[src/rtl/link_pkg.sv]
// Shared types and sizing helpers for the subnode link master and its arbiter.
package link_pkg;

  typedef enum logic [2:0] {
    IDLE = 3'd0,
    SEL  = 3'd1,
    SEND = 3'd2,
    WAIT = 3'd3,
    RECV = 3'd4,
    DONE = 3'd5
  } link_state_t;

  localparam int DEFAULT_TIMEOUT = 4096;

  function automatic int msg_width(input int nb);
    return 32 * nb;
  endfunction

  function automatic int key_width(input int nk);
    return 32 * nk;
  endfunction

endpackage

[src/rtl/rr_arb2.sv]
// Two-requester round-robin arbiter; the pointer remembers the last granted client.
module rr_arb2 (
  input  logic       clk,
  input  logic       rst_n,
  input  logic [1:0] req,
  input  logic       grant_en,
  output logic [1:0] gnt
);

  // last == 1 means client 1 was served last, so client 0 has priority
  logic last;

  always_comb begin
    gnt = 2'b00;
    if (last) begin
      if (req[0])      gnt = 2'b01;
      else if (req[1]) gnt = 2'b10;
    end else begin
      if (req[1])      gnt = 2'b10;
      else if (req[0]) gnt = 2'b01;
    end
  end

  always_ff @(posedge clk or negedge rst_n) begin
    if (!rst_n) begin
      last <= 1'b1;
    end else if (grant_en && (gnt != 2'b00)) begin
      last <= gnt[1];
    end
  end

endmodule

[src/rtl/subnode_link_master.sv]
// Serial link sequencer: arbitrates two clients, shifts {msg,key} out, collects the result.
// Optional WAIT-state watchdog enabled by defining LINK_WATCHDOG_EN.
module subnode_link_master
  import link_pkg::*;
#(
  parameter int NK      = 8,
  parameter int NB      = 4,
  parameter int TIMEOUT = DEFAULT_TIMEOUT
) (
  input  logic              in_clk,
  input  logic              rst_n,
  input  logic [1:0]        req,
  input  logic [32*NB-1:0]  msg0,
  input  logic [32*NB-1:0]  msg1,
  input  logic [32*NK-1:0]  key0,
  input  logic [32*NK-1:0]  key1,
  output logic [1:0]        gnt,
  output logic [1:0]        done,
  output logic              err,
  output logic [32*NB-1:0]  res_data,
  output logic              busy,
  output logic              cs,
  output logic              in_valid,
  output logic              sdi,
  input  logic              sdo,
  input  logic              sub_out_valid,
  output logic [2:0]        dbg_state
);

  localparam int MSG_W = msg_width(NB);
  localparam int KEY_W = key_width(NK);
  localparam int TOT_W = MSG_W + KEY_W;
  localparam int CNT_W = $clog2(TOT_W + 1);

  link_state_t      state_q, state_d;
  logic [TOT_W-1:0] sh_q;
  logic [CNT_W-1:0] cnt_q;
  logic [MSG_W-2:0] rx_q;
  logic [MSG_W-1:0] res_q;
  logic [1:0]       gnt_q;
  logic [1:0]       arb_gnt;
  logic             timeout_hit;

  rr_arb2 u_arb (
    .clk      (in_clk),
    .rst_n    (rst_n),
    .req      (req),
    .grant_en (state_q == IDLE),
    .gnt      (arb_gnt)
  );

`ifdef LINK_WATCHDOG_EN
  localparam int WD_W = $clog2(TIMEOUT + 1);
  logic [WD_W-1:0] wd_q;
  logic            err_q;

  assign timeout_hit = (wd_q == WD_W'(TIMEOUT - 1));

  always_ff @(posedge in_clk or negedge rst_n) begin
    if (!rst_n) begin
      wd_q  <= '0;
      err_q <= 1'b0;
    end else begin
      if (state_q != WAIT) wd_q <= '0;
      else                 wd_q <= wd_q + 1'b1;
      if (state_q == IDLE)
        err_q <= 1'b0;
      else if (state_q == WAIT && !sub_out_valid && timeout_hit)
        err_q <= 1'b1;
    end
  end

  assign err = (state_q == DONE) & err_q;
`else
  assign timeout_hit = 1'b0;
  assign err         = 1'b0;
`endif

  always_ff @(posedge in_clk or negedge rst_n) begin
    if (!rst_n) state_q <= IDLE;
    else        state_q <= state_d;
  end

  always_comb begin
    state_d = state_q;
    case (state_q)
      IDLE: if (arb_gnt != 2'b00) state_d = SEL;
      SEL:  state_d = SEND;
      SEND: if (cnt_q == CNT_W'(TOT_W - 1)) state_d = WAIT;
      WAIT: begin
        if (sub_out_valid)    state_d = RECV;
        else if (timeout_hit) state_d = DONE;
      end
      RECV: if (cnt_q == '0) state_d = DONE;
      DONE: state_d = IDLE;
      default: state_d = IDLE;
    endcase
  end

  always_ff @(posedge in_clk or negedge rst_n) begin
    if (!rst_n) begin
      sh_q  <= '0;
      cnt_q <= '0;
      rx_q  <= '0;
      res_q <= '0;
      gnt_q <= 2'b00;
    end else begin
      case (state_q)
        IDLE: begin
          gnt_q <= arb_gnt;
          cnt_q <= '0;
          if (arb_gnt[1])      sh_q <= {msg1, key1};
          else if (arb_gnt[0]) sh_q <= {msg0, key0};
        end
        SEND: begin
          sh_q  <= {sh_q[TOT_W-2:0], 1'b0};
          cnt_q <= cnt_q + 1'b1;
        end
        WAIT: begin
          if (sub_out_valid) begin
            rx_q  <= {rx_q[MSG_W-3:0], sdo};
            cnt_q <= CNT_W'(MSG_W - 2);
          end else if (timeout_hit) begin
            res_q <= '0;
          end
        end
        RECV: begin
          // Bit count decides the end of capture; sub_out_valid is not rechecked here
          rx_q  <= {rx_q[MSG_W-3:0], sdo};
          cnt_q <= cnt_q - 1'b1;
          if (cnt_q == '0) res_q <= {rx_q, sdo};
        end
        DONE: gnt_q <= 2'b00;
        default: ;
      endcase
    end
  end

  assign busy      = (state_q != IDLE);
  assign cs        = !(state_q inside {SEL, SEND, WAIT, RECV});
  assign in_valid  = (state_q == SEND);
  assign sdi       = in_valid & sh_q[TOT_W-1];
  assign gnt       = (state_q == DONE) ? 2'b00 : gnt_q;
  assign done      = (state_q == DONE) ? gnt_q : 2'b00;
  assign res_data  = res_q;
  assign dbg_state = state_q;

endmodule
[config.mk]
export PLATFORM = sky130hd
export DESIGN_NAME = subnode_link_master
export DESIGN_NICKNAME = d
export VERILOG_FILES = /design/src/rtl/link_pkg.sv /design/src/rtl/rr_arb2.sv /design/src/rtl/subnode_link_master.sv
export SDC_FILE = /design/constraint.sdc
export NUM_CORES = 2
export LEC_CHECK = 0
export CAP_MARGIN = 0
export CORE_AREA = 2 2 352 354
export CTS_CLUSTER_DIAMETER = 40
export DETAILED_ROUTE_END_ITERATION = 8
export DIE_AREA = 0 0 354 356
export GPL_ROUTABILITY_DRIVEN = 0
export GPL_TIMING_DRIVEN = 0
export PLACE_DENSITY_LB_ADDON = 0.25
export SLEW_MARGIN = 20
export SYNTH_ARGS = -nofsm -noshare
export SYNTH_HDL_FRONTEND = slang
export SYNTH_SLANG_ARGS = --single-unit
export TNS_END_PERCENT = 100
[constraint.sdc]
create_clock -name in_clk -period 2.4 [get_ports in_clk]
set_input_delay 0.36 -clock in_clk [delete_from_list [all_inputs] [get_ports in_clk]]
set_output_delay 0.36 -clock in_clk [all_outputs]
set_load 0.005 [all_outputs]
==> metrics.md <==
| Metric | Value |
|---|---|
| Sink Count | 654 |
| EDFF count, synth | 0 |
| Num rows | 129 |
| Arr. time, crit path | 2.15 ns |
| Global-route wire length before repair | between 200 and 250 mm |
| Post-synth top area cell | dfrtp_1 |
| Slew @ Worst Pin | between 0.7 and 0.8 ns |
| Post-synthesis sequential area ratio | 0.5326 |
| HP Class | input pin to flop |
| Die width | 354 microns |
| Final WS setup | -0.1144 ns |
| Skew final | 0.04606 ns |
| Critical Path RT | 2.04 ns |
| Lkg Pwr | ~0.021 uW |
| Worst-path fanout max | 5 |
| Slowest cell on the critical path | dfrtp_2 |
| Synth Register Bits | between 600 and 700 |
| Final setup violation count | 14 |
| Layout cells sized above 1 | 0.2175 |
| Post-synth top cells | 989 x nand2_1, 653 x dfrtp_1, 411 x a21oi_1, 209 x o21ai_0, 190 x a31oi_1 |
| Cts bufs inserted | 111 |
| DP HPWL | ~110 mm |
| Failing checks | negative setup slack |
| CTS tree | yes |
| Post-synth cell types | 54 |
| Die Ht | 356 microns |
| Final hold slack | 0.2204 ns |
| DIE AREA | approximately 130,000 sq um |
| Largest net degree at the start of global routing | 94 |
| Pre-CTS worst setup slack | -1.318 ns |
| Power Dens Cells | 1198 nW/um^2 |
| Achievable Freq | 397.7 MHz |
| Synthesis-to-finish area growth | 61.28% |
| Critical path class | flop to primary output |
| Final nets | a little over 5,000 |
| Drt total wl | 145.5 mm |
| Grt ovf | 0 |
| Startpoint types | flop |
| Number of DRC markers in iteration 0 | about 2,000 |
| Clock root cell | clkbuf_16 |
| Crit-path cells | buf_6 -> buf_4 -> nor2b_4 -> nand2b_4 -> inv_4 -> buf_12 -> buf_12 -> and2_4 -> buf_6 |
| Post-synth net total | 4,044 |
| Maximum level of the CTS H-tree | 3 |
| DR vias/cell | 4.861 |
| Post-route antenna net violation count | 0 |
| Yosys top cell area share | 0.5317 |
| GRT Overall Usage | 0.2180 |
| Most used DFF post-synth | dfrtp_1 |
| Max Slew Vio Count | 0 |
| Avg Inst Size Synth | 9.404 sq um |
| Antenna violations before repair | 22 |
| DR WL/cell | 23.80 microns |
| Vias in the first global route | 29,840 |
| Min Tclk post-route | 2.514 ns |
| CTS clk-pin slew, worst paths | 0.06 ns |
| CTS Buffer Depth | 3 |
| Total chip power | 59,360 uW |
| First-pass detailed-route iteration total | 5 |
| RSZ-0062 raised after global routing | true |
| Slew margin rel. | 0.5269 |
| MaxCap Viol Count | 0 |
| Peak supply drop | ~0.00065 V |
| Skew-Pair Late Insertion Delay | slightly above 0.7 ns |
| Initial Utilization | 0.2505 |
| Post-Syn Instances | ~3,300 |
| Number of port buffers | ~910 |
| Ports | 914 |
| Outcome | finished, violations left |
| Non-Filler Instances | just over 6,000 |
| Synth top area cells | dfrtp_1 53%, nand2_1 12%, a21oi_1 6.7% |
| Slowest cell delay on critical path | 0.45 ns |
| Async set-reset flop share out of synthesis | 1.000 |
| Syn. warnings | 0 |
| DR vias | 29,710 |
| Crit. End Element | primary output |
| Final hold vios | 0 |
| Cell with the most instances after synthesis | nand2_1 |
| Post-Syn Area | 30,730 sq um |
| Total core area | 122,700 sq um |
| Final period util | 1.048 |
| Placed insts | 5,829 |
| Residual DRC count | 0 |
==> state kept, by name (all words and copies together) (netlist names) <==
register    cells
rx_q          127
res_data      128
dbg_state       3
u_arb.last      1
cnt_q           9
gnt_q           2
sh_q          384
==> logic make-up (layout without fill, tap and decap cells) <==
group	Yosys count	in the layout	share of synthesized area
other	1	8	0.0001220
muxes	258	258	0.1091
and+or+nand+nor	1051	1052	0.1327
DFF	654	654	0.5326
AOI/OAI and AO/OA	1016	1016	0.1831
xor gates and xnor gates	1	1	0.0002850
buffers and inverters	285	1485	0.04124
adders and majority gates	2	2	0.0008141
==> placed cells by master, fill, tap and decap left out, types with 4 or more instances in the layout <==
cell and count:
clkinvlp_4 14, buf_1 6, inv_1 6, mux2_4 120, buf_16 20, clkbuf_2 45
o21ai_1 103, buf_2 64, nor2_1 17, nand2b_1 4, mux2_2 136, a21oi_4 83
or3_1 4, clkbuf_4 8, buf_8 16, a31oi_1 188, o21ai_0 104, o22ai_1 186
dfrtp_1 650, nand2_1 986, inv_6 11, diode_2 7, buf_4 64, a21oi_2 97
clkinv_2 16, nor3_1 5, clkbuf_8 8, nand4_1 5, clkbuf_1 69, clkbuf_16 135
bufinv_16 15, buf_12 16, a21oi_1 231, buf_6 39, clkinv_4 20, clkdlybuf4s50_1 902
nand3_1 6
==> critical path: cells and delay by family, from the launching register on <==
kind | cells | cell delay, ns
buffers and inverters | 6 | 0.63
flip-flops | 1 | 0.45
AND/OR/NAND/NOR | 3 | 0.37
==> routing by layer <==
layer  GRT usage  wire, microns  up-vias  share of wire
met1      0.2835          62330    14760           0.43
met5           0             42        -        0.00029
met2      0.3652          69400     1025           0.48
met4     0.07042           4852        6          0.033
li1            -              -    13710              -
met3     0.04077           8856      218          0.061
==> power breakdown <==
part,internal [uW],switching (uW),total [uW]
combinational,11000,14800,25800
sequential,14700,2120,16800
clock,10500,6160,16700
total,36300,23100,59400
==> worst paths after layout <==
check,from,end,slack [ns],depth (start not counted)
min in group asynchronous,rst_n,sh_q[123]$_DFFE_PN0P_,0.31,3
max in group asynchronous,rst_n,sh_q[228]$_DFFE_PN0P_,0.34,7
worst max register to register,dbg_state[2]$_DFFE_PN0P_,cnt_q[8]$_DFFE_PN0P_,-0.11,9
worst min-delay path,msg1[32],sh_q[288]$_DFFE_PN0P_,0.22,3
worst max-delay path,dbg_state[2]$_DFFE_PN0P_,sdi,-0.11,9
worst min register to register,sh_q[274]$_DFFE_PN0P_,sh_q[275]$_DFFE_PN0P_,0.45,2
==> final cells by class <==
class                   instances  area, sq um
plain buffers                 269         1969
clock buffers                 126         2925
multi-input cells            2330        14580
inverters                      10        51.30
flip-flops and latches        654        16370
fillers                     12190        73100
clock inverters                81         1040
well taps                    1637         2048
repair buffers                999        10560
diodes                          7        17.52
==> per-stage QoR <==
step           setup TNS, ns    util  instance area [sq um]
6_report             -0.5808  0.4040                  49560
5_1_grt               -14.58  0.4040                  49560
4_1_cts               -1.224  0.3875                  47540
3_5_place_dp         -400.22  0.3447                  42280
3_3_place_gp               -  0.3419                  41940
2_1_floorplan        -0.1717       -                  30760
==> repair_timing <==
| action | 4_1_cts | 5_1_grt |
|---|---|---|
| resized for setup | 351 | 470 |
| hold endpoints to repair | 65 | 0 |
| buffers inserted | 17 | 30 |
| gates cloned | 1 | 23 |
| setup endpoints to repair | 638 | 404 |
| pin swaps | 6 | 14 |
| hold buffers | 5 | 0 |
No activity file was read; power rests on OpenSTA's default activity.
